### src/rtl/i2c_target_regs_pkg.sv
// Shared definitions for the I2C target register bank.
//   state_e   : protocol FSM states
//   AckBit    : SDA level meaning ACK on the 9th clock (NackBit the opposite)
//   RwBitPos  : position of the R/W flag inside the address byte
//   RwRead    : R/W flag value that requests a read
package i2c_target_regs_pkg;

  typedef enum logic [3:0] {
    StIdle,
    StAddr,
    StAddrAck,
    StPtr,
    StPtrAck,
    StWdata,
    StWdataAck,
    StRdata,
    StRdataAck,
    StWaitStop
  } state_e;

  localparam logic        AckBit   = 1'b0;
  localparam logic        NackBit  = 1'b1;
  localparam int unsigned RwBitPos = 0;
  localparam logic        RwRead   = 1'b1;

endpackage

### src/rtl/i2c_target_regs_if.sv
// CPU memory port (PicoSoC valid/ready style) used to reach the register bank.
//   valid      : request strobe from the CPU
//   ready      : one-cycle completion pulse from the target
//   address    : byte address; register index taken from bits [2 +: log2(regs)]
//   write_data : write data, only [7:0] meaningful
//   wstrb      : wstrb[0]=1 selects a write, otherwise a read
//   read_data  : {24'h0, reg}, valid while ready is high
interface i2c_target_regs_if;
  logic        valid;
  logic        ready;
  logic [23:0] address;
  logic [31:0] write_data;
  logic [3:0]  wstrb;
  logic [31:0] read_data;

  modport master (
    output valid, address, write_data, wstrb,
    input  ready, read_data
  );

  modport slave (
    input  valid, address, write_data, wstrb,
    output ready, read_data
  );
endinterface

### src/rtl/i2c_target_regs_line_filter.sv
// Synchroniser plus glitch filter for one open-drain I2C line.
//   clock   : system clock
//   resetn  : asynchronous active-low reset (line assumed idle-high)
//   line_i  : asynchronous pad input
//   level_o : filtered level, changes only after FilterLen equal samples
//   rise_o  : one-cycle pulse when level_o goes 0->1
//   fall_o  : one-cycle pulse when level_o goes 1->0
module i2c_target_regs_line_filter #(
  parameter int unsigned FilterLen = 3
) (
  input  logic clock,
  input  logic resetn,
  input  logic line_i,
  output logic level_o,
  output logic rise_o,
  output logic fall_o
);
  localparam int unsigned CntW = (FilterLen > 1) ? $clog2(FilterLen) : 1;

  logic            sync1_q, sync2_q;
  logic            level_q, level_d;
  logic            rise_q, rise_d, fall_q, fall_d;
  logic [CntW-1:0] cnt_q, cnt_d;

  // cnt_q counts consecutive samples that disagree with the accepted level
  always_comb begin
    level_d = level_q;
    cnt_d   = '0;
    rise_d  = 1'b0;
    fall_d  = 1'b0;
    if (sync2_q != level_q) begin
      if (cnt_q == CntW'(FilterLen - 1)) begin
        level_d = sync2_q;
        rise_d  = sync2_q;
        fall_d  = ~sync2_q;
      end else begin
        cnt_d = cnt_q + CntW'(1);
      end
    end
  end

  always_ff @(posedge clock or negedge resetn) begin
    if (!resetn) begin
      sync1_q <= 1'b1;
      sync2_q <= 1'b1;
      level_q <= 1'b1;
      rise_q  <= 1'b0;
      fall_q  <= 1'b0;
      cnt_q   <= '0;
    end else begin
      sync1_q <= line_i;
      sync2_q <= sync1_q;
      level_q <= level_d;
      rise_q  <= rise_d;
      fall_q  <= fall_d;
      cnt_q   <= cnt_d;
    end
  end

  assign level_o = level_q;
  assign rise_o  = rise_q;
  assign fall_o  = fall_q;
endmodule

### src/rtl/i2c_target_regs.sv
// Soft I2C target with a byte register bank shared with the CPU memory port.
//   clock   : system clock (>= 16x SCL)
//   resetn  : asynchronous active-low reset
//   scl_i   : SCL pad input
//   sda_i   : SDA pad input
//   sda_oe  : 1 pulls SDA low (open drain)
//   bus     : CPU valid/ready port (slave side)
//   busy    : high from an accepted address match until STOP
//   wr_irq  : one-cycle pulse at STOP after a transfer that wrote data
module i2c_target_regs
  import i2c_target_regs_pkg::*;
#(
  parameter logic [6:0]  TARGET_ADDR = 7'h42,
  parameter int unsigned NUM_REGS    = 8,
  parameter int unsigned FILTER_LEN  = 3
) (
  input  logic                    clock,
  input  logic                    resetn,
  input  logic                    scl_i,
  input  logic                    sda_i,
  output logic                    sda_oe,
  i2c_target_regs_if.slave        bus,
  output logic                    busy,
  output logic                    wr_irq
);
  localparam int unsigned IdxW = $clog2(NUM_REGS);
  typedef logic [IdxW-1:0] idx_t;

  logic scl_lvl, scl_rise, scl_fall;
  logic sda_lvl, sda_rise, sda_fall;

  i2c_target_regs_line_filter #(.FilterLen(FILTER_LEN)) u_scl_filter (
    .clock   (clock),
    .resetn  (resetn),
    .line_i  (scl_i),
    .level_o (scl_lvl),
    .rise_o  (scl_rise),
    .fall_o  (scl_fall)
  );

  i2c_target_regs_line_filter #(.FilterLen(FILTER_LEN)) u_sda_filter (
    .clock   (clock),
    .resetn  (resetn),
    .line_i  (sda_i),
    .level_o (sda_lvl),
    .rise_o  (sda_rise),
    .fall_o  (sda_fall)
  );

  state_e      state_q, state_d;
  logic [7:0]  shift_q, shift_d, tx_q, tx_d;
  logic [2:0]  bit_cnt_q, bit_cnt_d;
  logic        ack_seen_q, ack_seen_d, rw_q, rw_d;
  idx_t        ptr_q, ptr_d;
  logic        sda_oe_q, sda_oe_d, busy_q, busy_d;
  logic        wrote_q, wrote_d, wr_irq_q, wr_irq_d;
  logic        ready_q, ready_d;
  logic [31:0] read_data_q, read_data_d;
  logic [7:0]  regs_q [NUM_REGS];
  logic [7:0]  regs_d [NUM_REGS];
  logic        i2c_we;

  logic       start_det, stop_det;
  logic [7:0] rx_byte;
  idx_t       cpu_idx;
  logic       cpu_req;

  assign start_det = sda_fall && scl_lvl;
  assign stop_det  = sda_rise && scl_lvl;
  assign rx_byte   = {shift_q[6:0], sda_lvl};
  assign cpu_idx   = bus.address[2 +: IdxW];
  assign cpu_req   = bus.valid && !ready_q;

  // Protocol FSM. ACK states span from the 8th SCL rise to the 9th SCL fall;
  // ack_seen_q separates the fall that starts the ACK bit from the one ending it.
  always_comb begin
    state_d    = state_q;
    shift_d    = shift_q;
    tx_d       = tx_q;
    bit_cnt_d  = bit_cnt_q;
    ack_seen_d = ack_seen_q;
    rw_d       = rw_q;
    ptr_d      = ptr_q;
    sda_oe_d   = sda_oe_q;
    busy_d     = busy_q;
    wrote_d    = wrote_q;
    wr_irq_d   = 1'b0;
    i2c_we     = 1'b0;
    if (stop_det) begin
      state_d  = StIdle;
      sda_oe_d = 1'b0;
      busy_d   = 1'b0;
      wrote_d  = 1'b0;
      wr_irq_d = wrote_q;
    end else if (start_det) begin
      state_d    = StAddr;
      sda_oe_d   = 1'b0;
      bit_cnt_d  = 3'd0;
      ack_seen_d = 1'b0;
    end else begin
      unique case (state_q)
        StAddr, StPtr, StWdata: begin
          if (scl_rise) begin
            shift_d   = rx_byte;
            bit_cnt_d = bit_cnt_q + 3'd1;
            if (bit_cnt_q == 3'd7) begin
              ack_seen_d = 1'b0;
              if (state_q == StAddr) begin
                if (rx_byte[7:1] == TARGET_ADDR) begin
                  state_d = StAddrAck;
                  busy_d  = 1'b1;
                  rw_d    = rx_byte[RwBitPos];
                end else begin
                  state_d = StWaitStop;
                  busy_d  = 1'b0;
                end
              end else if (state_q == StPtr) begin
                ptr_d   = rx_byte[IdxW-1:0];
                state_d = StPtrAck;
              end else begin
                state_d = StWdataAck;
              end
            end
          end
        end
        StAddrAck, StPtrAck, StWdataAck: begin
          if (scl_rise) begin
            ack_seen_d = 1'b1;
            if (state_q == StWdataAck) begin
              i2c_we  = 1'b1;
              ptr_d   = ptr_q + idx_t'(1);
              wrote_d = 1'b1;
            end
          end else if (scl_fall) begin
            if (!ack_seen_q) begin
              sda_oe_d = ~AckBit;
            end else begin
              ack_seen_d = 1'b0;
              bit_cnt_d  = 3'd0;
              sda_oe_d   = 1'b0;
              if (state_q == StAddrAck && rw_q == RwRead) begin
                tx_d     = regs_q[ptr_q];
                sda_oe_d = ~regs_q[ptr_q][7];
                state_d  = StRdata;
              end else if (state_q == StAddrAck) begin
                state_d = StPtr;
              end else begin
                state_d = StWdata;
              end
            end
          end
        end
        StRdata: begin
          if (scl_rise) begin
            bit_cnt_d = bit_cnt_q + 3'd1;
            if (bit_cnt_q == 3'd7) begin
              state_d    = StRdataAck;
              ack_seen_d = 1'b0;
            end
          end else if (scl_fall) begin
            // bit_cnt_q already counts the bits clocked out, so it indexes the next one
            sda_oe_d = ~tx_q[3'd7 - bit_cnt_q];
          end
        end
        StRdataAck: begin
          if (scl_fall && !ack_seen_q) begin
            sda_oe_d = 1'b0;
          end else if (scl_rise) begin
            if (sda_lvl == NackBit) begin
              state_d = StWaitStop;
            end else begin
              ack_seen_d = 1'b1;
              ptr_d      = ptr_q + idx_t'(1);
            end
          end else if (scl_fall) begin
            ack_seen_d = 1'b0;
            bit_cnt_d  = 3'd0;
            tx_d       = regs_q[ptr_q];
            sda_oe_d   = ~regs_q[ptr_q][7];
            state_d    = StRdata;
          end
        end
        StIdle, StWaitStop: begin
        end
        default: state_d = StIdle;
      endcase
    end
  end

  // Register bank: the I2C write is applied last so it wins a same-register collision.
  always_comb begin
    regs_d      = regs_q;
    ready_d     = cpu_req;
    read_data_d = read_data_q;
    if (cpu_req) begin
      read_data_d = {24'h0, regs_q[cpu_idx]};
      if (bus.wstrb[0]) begin
        regs_d[cpu_idx] = bus.write_data[7:0];
      end
    end
    if (i2c_we) begin
      regs_d[ptr_q] = shift_q;
    end
  end

  always_ff @(posedge clock or negedge resetn) begin
    if (!resetn) begin
      state_q     <= StIdle;
      shift_q     <= 8'h00;
      tx_q        <= 8'h00;
      bit_cnt_q   <= 3'd0;
      ack_seen_q  <= 1'b0;
      rw_q        <= 1'b0;
      ptr_q       <= '0;
      sda_oe_q    <= 1'b0;
      busy_q      <= 1'b0;
      wrote_q     <= 1'b0;
      wr_irq_q    <= 1'b0;
      ready_q     <= 1'b0;
      read_data_q <= 32'h0;
      regs_q      <= '{default: 8'h00};
    end else begin
      state_q     <= state_d;
      shift_q     <= shift_d;
      tx_q        <= tx_d;
      bit_cnt_q   <= bit_cnt_d;
      ack_seen_q  <= ack_seen_d;
      rw_q        <= rw_d;
      ptr_q       <= ptr_d;
      sda_oe_q    <= sda_oe_d;
      busy_q      <= busy_d;
      wrote_q     <= wrote_d;
      wr_irq_q    <= wr_irq_d;
      ready_q     <= ready_d;
      read_data_q <= read_data_d;
      regs_q      <= regs_d;
    end
  end

  assign sda_oe        = sda_oe_q;
  assign busy          = busy_q;
  assign wr_irq        = wr_irq_q;
  assign bus.ready     = ready_q;
  assign bus.read_data = read_data_q;

  logic unused_bus;
  assign unused_bus = ^{bus.address, bus.write_data[31:8], bus.wstrb[3:1]};
endmodule

### src/flat_wrapper.sv
// flat-port wrapper written by rule: the top's interface ports become plain ports
module i2c_target_regs_flat import i2c_target_regs_pkg::*;
#(
  parameter logic [6:0]  TARGET_ADDR = 7'h42,
  parameter int unsigned NUM_REGS    = 8,
  parameter int unsigned FILTER_LEN  = 3
)
  (clock, resetn, scl_i, sda_i, sda_oe, busy, wr_irq, bus_valid, bus_address, bus_write_data, bus_wstrb, bus_ready, bus_read_data);
  i2c_target_regs_if bus_i ();
  input  logic clock;
  input  logic resetn;
  input  logic scl_i;
  input  logic sda_i;
  output logic sda_oe;
  output logic busy;
  output logic wr_irq;
  input wire logic [$bits(bus_i.valid)-1:0] bus_valid;
  input wire logic [$bits(bus_i.address)-1:0] bus_address;
  input wire logic [$bits(bus_i.write_data)-1:0] bus_write_data;
  input wire logic [$bits(bus_i.wstrb)-1:0] bus_wstrb;
  output wire logic [$bits(bus_i.ready)-1:0] bus_ready;
  output wire logic [$bits(bus_i.read_data)-1:0] bus_read_data;
  assign bus_i.valid = bus_valid;
  assign bus_i.address = bus_address;
  assign bus_i.write_data = bus_write_data;
  assign bus_i.wstrb = bus_wstrb;
  assign bus_ready = bus_i.ready;
  assign bus_read_data = bus_i.read_data;
  i2c_target_regs #(.TARGET_ADDR(TARGET_ADDR), .NUM_REGS(NUM_REGS), .FILTER_LEN(FILTER_LEN)) u_core (.clock(clock), .resetn(resetn), .scl_i(scl_i), .sda_i(sda_i), .sda_oe(sda_oe), .bus(bus_i), .busy(busy), .wr_irq(wr_irq));
endmodule
### config.mk
export PLATFORM = sky130hd
export DESIGN_NAME = i2c_target_regs_flat
export DESIGN_NICKNAME = d
export VERILOG_FILES = /design/src/rtl/i2c_target_regs_pkg.sv /design/src/rtl/i2c_target_regs_if.sv /design/src/rtl/i2c_target_regs_line_filter.sv /design/src/rtl/i2c_target_regs.sv /design/src/flat_wrapper.sv
export SDC_FILE = /design/constraint.sdc
export NUM_CORES = 1
export LEC_CHECK = 0
export CAP_MARGIN = 0
export CORE_ASPECT_RATIO = 0.5
export CORE_MARGIN = 5
export CORE_UTILIZATION = 50
export DETAILED_ROUTE_END_ITERATION = 10
export GPL_TIMING_DRIVEN = 0
export PLACE_DENSITY = 0.78
export REMOVE_ABC_BUFFERS = 1
export SYNTH_ARGS = -nofsm -noshare
export SYNTH_HDL_FRONTEND = slang
export SYNTH_HIERARCHICAL = 1
export SYNTH_SLANG_ARGS = --single-unit
### constraint.sdc
create_clock -name clock -period 7 [get_ports clock]
set_clock_uncertainty 0.15 [all_clocks]
set_input_delay 1.75 -clock clock [delete_from_list [all_inputs] [get_ports clock]]
set_output_delay 1.75 -clock clock [all_outputs]
set_load 0.005 [all_outputs]
==> impl_summary.txt <==
----------------------------------------------------
[Yosys]
  Yosys warning total ... 6
  Most used flip-flop cell after synthesis ... sky130_fd_sc_hd__dfrtp_1
  Synth top area cells ... sky130_fd_sc_hd__dfrtp_1, sky130_fd_sc_hd__mux4_2, sky130_fd_sc_hd__mux2i_1
  Commonest cells post-synth ... sky130_fd_sc_hd__dfrtp_1, sky130_fd_sc_hd__nand2_1, sky130_fd_sc_hd__mux2i_1, sky130_fd_sc_hd__o21ai_0, sky130_fd_sc_hd__mux4_2
  Mapped Area ... 6990 um2
  Number of cells produced by synthesis ... ~640
  Average instance area after synthesis ... around 11 um2
  Top-count cell post-synth ... sky130_fd_sc_hd__dfrtp_1
  EDFF count, synth ... 0
  Count of state elements after synthesis ... around 120
  Cell type with the highest aggregate area in the netlist ... sky130_fd_sc_hd__dfrtp_1
  Count of distinct cell types in the synthesized netlist ... 61
  Share of the yosys chip area belonging to registers ... 0.427
  Post-synth top area share ... 0.405
  Synth async-reset ratio ... 1.00

[Critical path]
  Register-to-register setup slack ... between 3000 and 4000 ps
  Worst path arrival time ... approximately 4600 ps
  Worst flop-to-flop path endpoint ... u_core/regs_q[11]
  Sort of element at the start of the critical path ... primary input
  FF-to-FF path depth ... 4
  Setup crit end kind ... flip-flop
  Largest fanout on the critical path ... 23
  Crit Path Category ... primary input to flip-flop
  Critical Path RT ... 7100 ps
  Launch instance of the worst register-to-register path ... u_core/state_q[1]

[GRT]
  Global router's overall resource usage ... 0.218
  Wire length of the first global-routing pass ... about 28000 um
  Via count of the first global-routing pass ... 5226
  Largest net degree at the start of global routing ... between 90 and 100
  Initial antenna violation count ... 0
  Congestion Overflow GR ... 0

[Timing]
  Worst slew slack as a fraction of its limit ... 0.125
  Final setup fails ... 0
  Final count of pins violating max slew ... 0
  F_max ... around 220 MHz
  Setup repair after global routing missed its margin ... no
  Slew at the pin closest to its max-slew limit ... about 1300 ps
  Minimum clock period ... 4460 ps
  Count of endpoints failing hold in the final timing report ... 0
  Final clock period utilization by the worst path ... 0.638
  Total negative slack ... 0 ps

[Layout]
  Post-synthesis to final-layout area growth ... 14.0%
  Nets ... slightly above 700
  Post-layout instance area ... about 8000 um2
  Layout Cells excl Fill ... between 800 and 900
  Post-layout utilization of the core ... 0.584
  Diode count ... 0
  Fraction of layout instances using a drive strength above 1 ... 0.204

[CTS]
  Clock root buffer master ... sky130_fd_sc_hd__clkbuf_16
  Post-CTS Repair Setup Buffers ... 0
  Buffer levels on the longest clock path ... 2
  Clock insertion delay at the later pin of the skew report ... 410 ps
  Clock slew seen by the registers of the worst setup and hold paths ... 60 ps
  H-tree levels ... 4
  Number of hold-repair buffers added at the cts stage ... 0
  Number of CTS-inserted buffers ... 17
  Clock tree from TritonCTS ... yes
  Sink Count ... about 120
  Post-cts sizing count ... 0

[Route]
  Final wirelength ... 17500 um
  Antenna violation net count after detailed routing ... 0
  Final routed wire length divided by cell count ... 20.6 um
  Vias per cell ... 6.23
  Starting DRC count in detailed routing ... 759
  DRC violations left ... 0
  Detailed Routing Iterations Pass 1 ... 9
  Routed via count ... around 5300

[Power and ir drop]
  Largest voltage drop on the vdd net ... about 0.19 mV
  Total power per unit cell area ... 279 nW/um2
  Total power consumption of the routed design ... between 2 and 2.5 mW
  Leakage power total ... ~3.2 nW

[Worst hold path]
  Path category of the worst min-delay check ... flip-flop to flip-flop
  Hold Crit Depth ... 0
  Min-delay src ... u_core/u_sda_filter/sync1_q
  Endpoint with the worst hold slack ... u_core/u_sda_filter/sync2_q

[Place]
  Placer Congestion ... around 0.87
  Number of placed instances with taps included ... just over 800
  Number of input and output port buffers inserted ... 28
  Post-placement cell area ... ~7300 um2
  HPWL after detailed placement ... roughly 11000 um

[Floorplan]
  Num ports ... ~100
  Starting density of the core ... 0.513
  Vertical die dimension ... 93.6 um
  Number of standard-cell rows in the floorplan ... 30
  Overall die area ... about 17000 um2
  Core Box Area ... around 14000 um2
  Horizontal extent of the die ... 177 um

[Job]
  Reported max-cap violation count ... 0

[Run status]
  Outcome ... finished clean

----------------------------------------------------
flip-flops by register name, indices dropped and copies added (netlist names), 2 cells and up:
name / flops
u_core/shift_q: 8
u_core/regs_q: 64
u_core/bus.read_data: 8
u_core/ptr_q: 3
u_core/u_scl_filter/cnt_q: 2
u_core/state_q: 4
u_core/tx_q: 8
u_core/u_sda_filter/cnt_q: 2
u_core/bit_cnt_q: 3
final cells by class:
| class | count | area (um2) |
|---|---|---|
| clock buffer | 19 | 453 |
| clock inverter | 13 | 193 |
| fill | 1044 | 5670 |
| inverter | 5 | 18.8 |
| multi-input combinational | 464 | 3690 |
| sequential | 119 | 2990 |
| tap | 192 | 240 |
| timing repair buffer | 36 | 384 |
per-stage QoR:
stage,hold slack (ps),setup WS (ps)
after floorplan,195,3170
after global placement,196,-527
after detailed placement,197,2180
final,204,2540
after CTS,205,2600
after global routing,208,2430
critical path, cell delays in order:
cell                              delay [ps]
sky130_fd_sc_hd__clkdlybuf4s50_1        1340
sky130_fd_sc_hd__nand2_1                 100
sky130_fd_sc_hd__nor2_1                  990
sky130_fd_sc_hd__mux2i_1                 270
sky130_fd_sc_hd__o21ai_0                 110
how the worst max path moves through the flow:
stage / startpoint / to / slack (ps) / depth (start not counted)
floorplan: bus_valid / u_core/regs_q[32] / 3170 / 6
global placement: resetn / u_core/state_q[2] / -530 / 1
detailed placement: bus_address[4] / u_core/regs_q[7] / 2180 / 5
global route: bus_address[4] / u_core/regs_q[2] / 2430 / 5
finish: bus_address[4] / u_core/regs_q[2] / 2540 / 5
CTS: bus_address[4] / u_core/regs_q[2] / 2600 / 5
power breakdown:
group / switching [mW] / leakage, nW / internal (mW)
registers: 0.118 / 1.41 / 0.810
logic: 0.147 / 1.51 / 0.198
clock network: 0.331 / 0.311 / 0.619
layer usage:
metal	vias to the layer above	global-route usage	share of wire
met3	51	0.0456	0.080
met4	0	0.107	0.029
met1	2617	0.286	0.42
met2	301	0.346	0.47
met5	-	0	0
li1	2310	-	-
cells by family after synthesis:
logic type               count (synthesis)  synth area share
AND/OR/NAND/NOR                        172             0.127
multiplexers                           138             0.263
AO/OA/AOI/OAI                          124             0.108
flip-flops                             119             0.427
buffers and inverters                   84            0.0643
adder cells (fa/ha/maj)                  4           0.00681
XOR/XNOR                                 2           0.00251
other                                    1          0.000537
cell usage in the layout, fill, tap and decap left out, types with 3 or more instances in the layout:
cell type | synthesis | layout
sky130_fd_sc_hd__dfrtp_1 | 113 | 113
sky130_fd_sc_hd__nand2_1 | 83 | 83
sky130_fd_sc_hd__mux2i_1 | 74 | 74
sky130_fd_sc_hd__o21ai_0 | 74 | 74
sky130_fd_sc_hd__mux4_2 | 33 | 33
sky130_fd_sc_hd__mux2_2 | 29 | 29
sky130_fd_sc_hd__clkdlybuf4s50_1 | 0 | 27
sky130_fd_sc_hd__conb_1 | 1 | 24
sky130_fd_sc_hd__nor2_1 | 18 | 18
sky130_fd_sc_hd__clkbuf_16 | 0 | 17
sky130_fd_sc_hd__a21oi_1 | 16 | 16
sky130_fd_sc_hd__nor3b_1 | 11 | 9
sky130_fd_sc_hd__nand3_1 | 8 | 8
sky130_fd_sc_hd__nor3_1 | 14 | 8
sky130_fd_sc_hd__buf_6 | 2 | 7
sky130_fd_sc_hd__nor3_2 | 0 | 6
sky130_fd_sc_hd__and3_1 | 6 | 6
sky130_fd_sc_hd__nor2b_1 | 6 | 6
sky130_fd_sc_hd__a31oi_1 | 6 | 6
sky130_fd_sc_hd__dfstp_2 | 6 | 6
sky130_fd_sc_hd__inv_1 | 5 | 5
sky130_fd_sc_hd__bufinv_16 | 0 | 4
sky130_fd_sc_hd__nand4_1 | 4 | 4
sky130_fd_sc_hd__a211oi_1 | 4 | 4
sky130_fd_sc_hd__inv_6 | 0 | 3
sky130_fd_sc_hd__clkinv_4 | 0 | 3
sky130_fd_sc_hd__o21ai_1 | 3 | 3
sky130_fd_sc_hd__nand2b_1 | 3 | 3
sky130_fd_sc_hd__nand3b_1 | 3 | 3
sky130_fd_sc_hd__a32o_1 | 3 | 3
sky130_fd_sc_hd__ha_1 | 3 | 3
No activity file was read; power rests on OpenSTA's default activity.
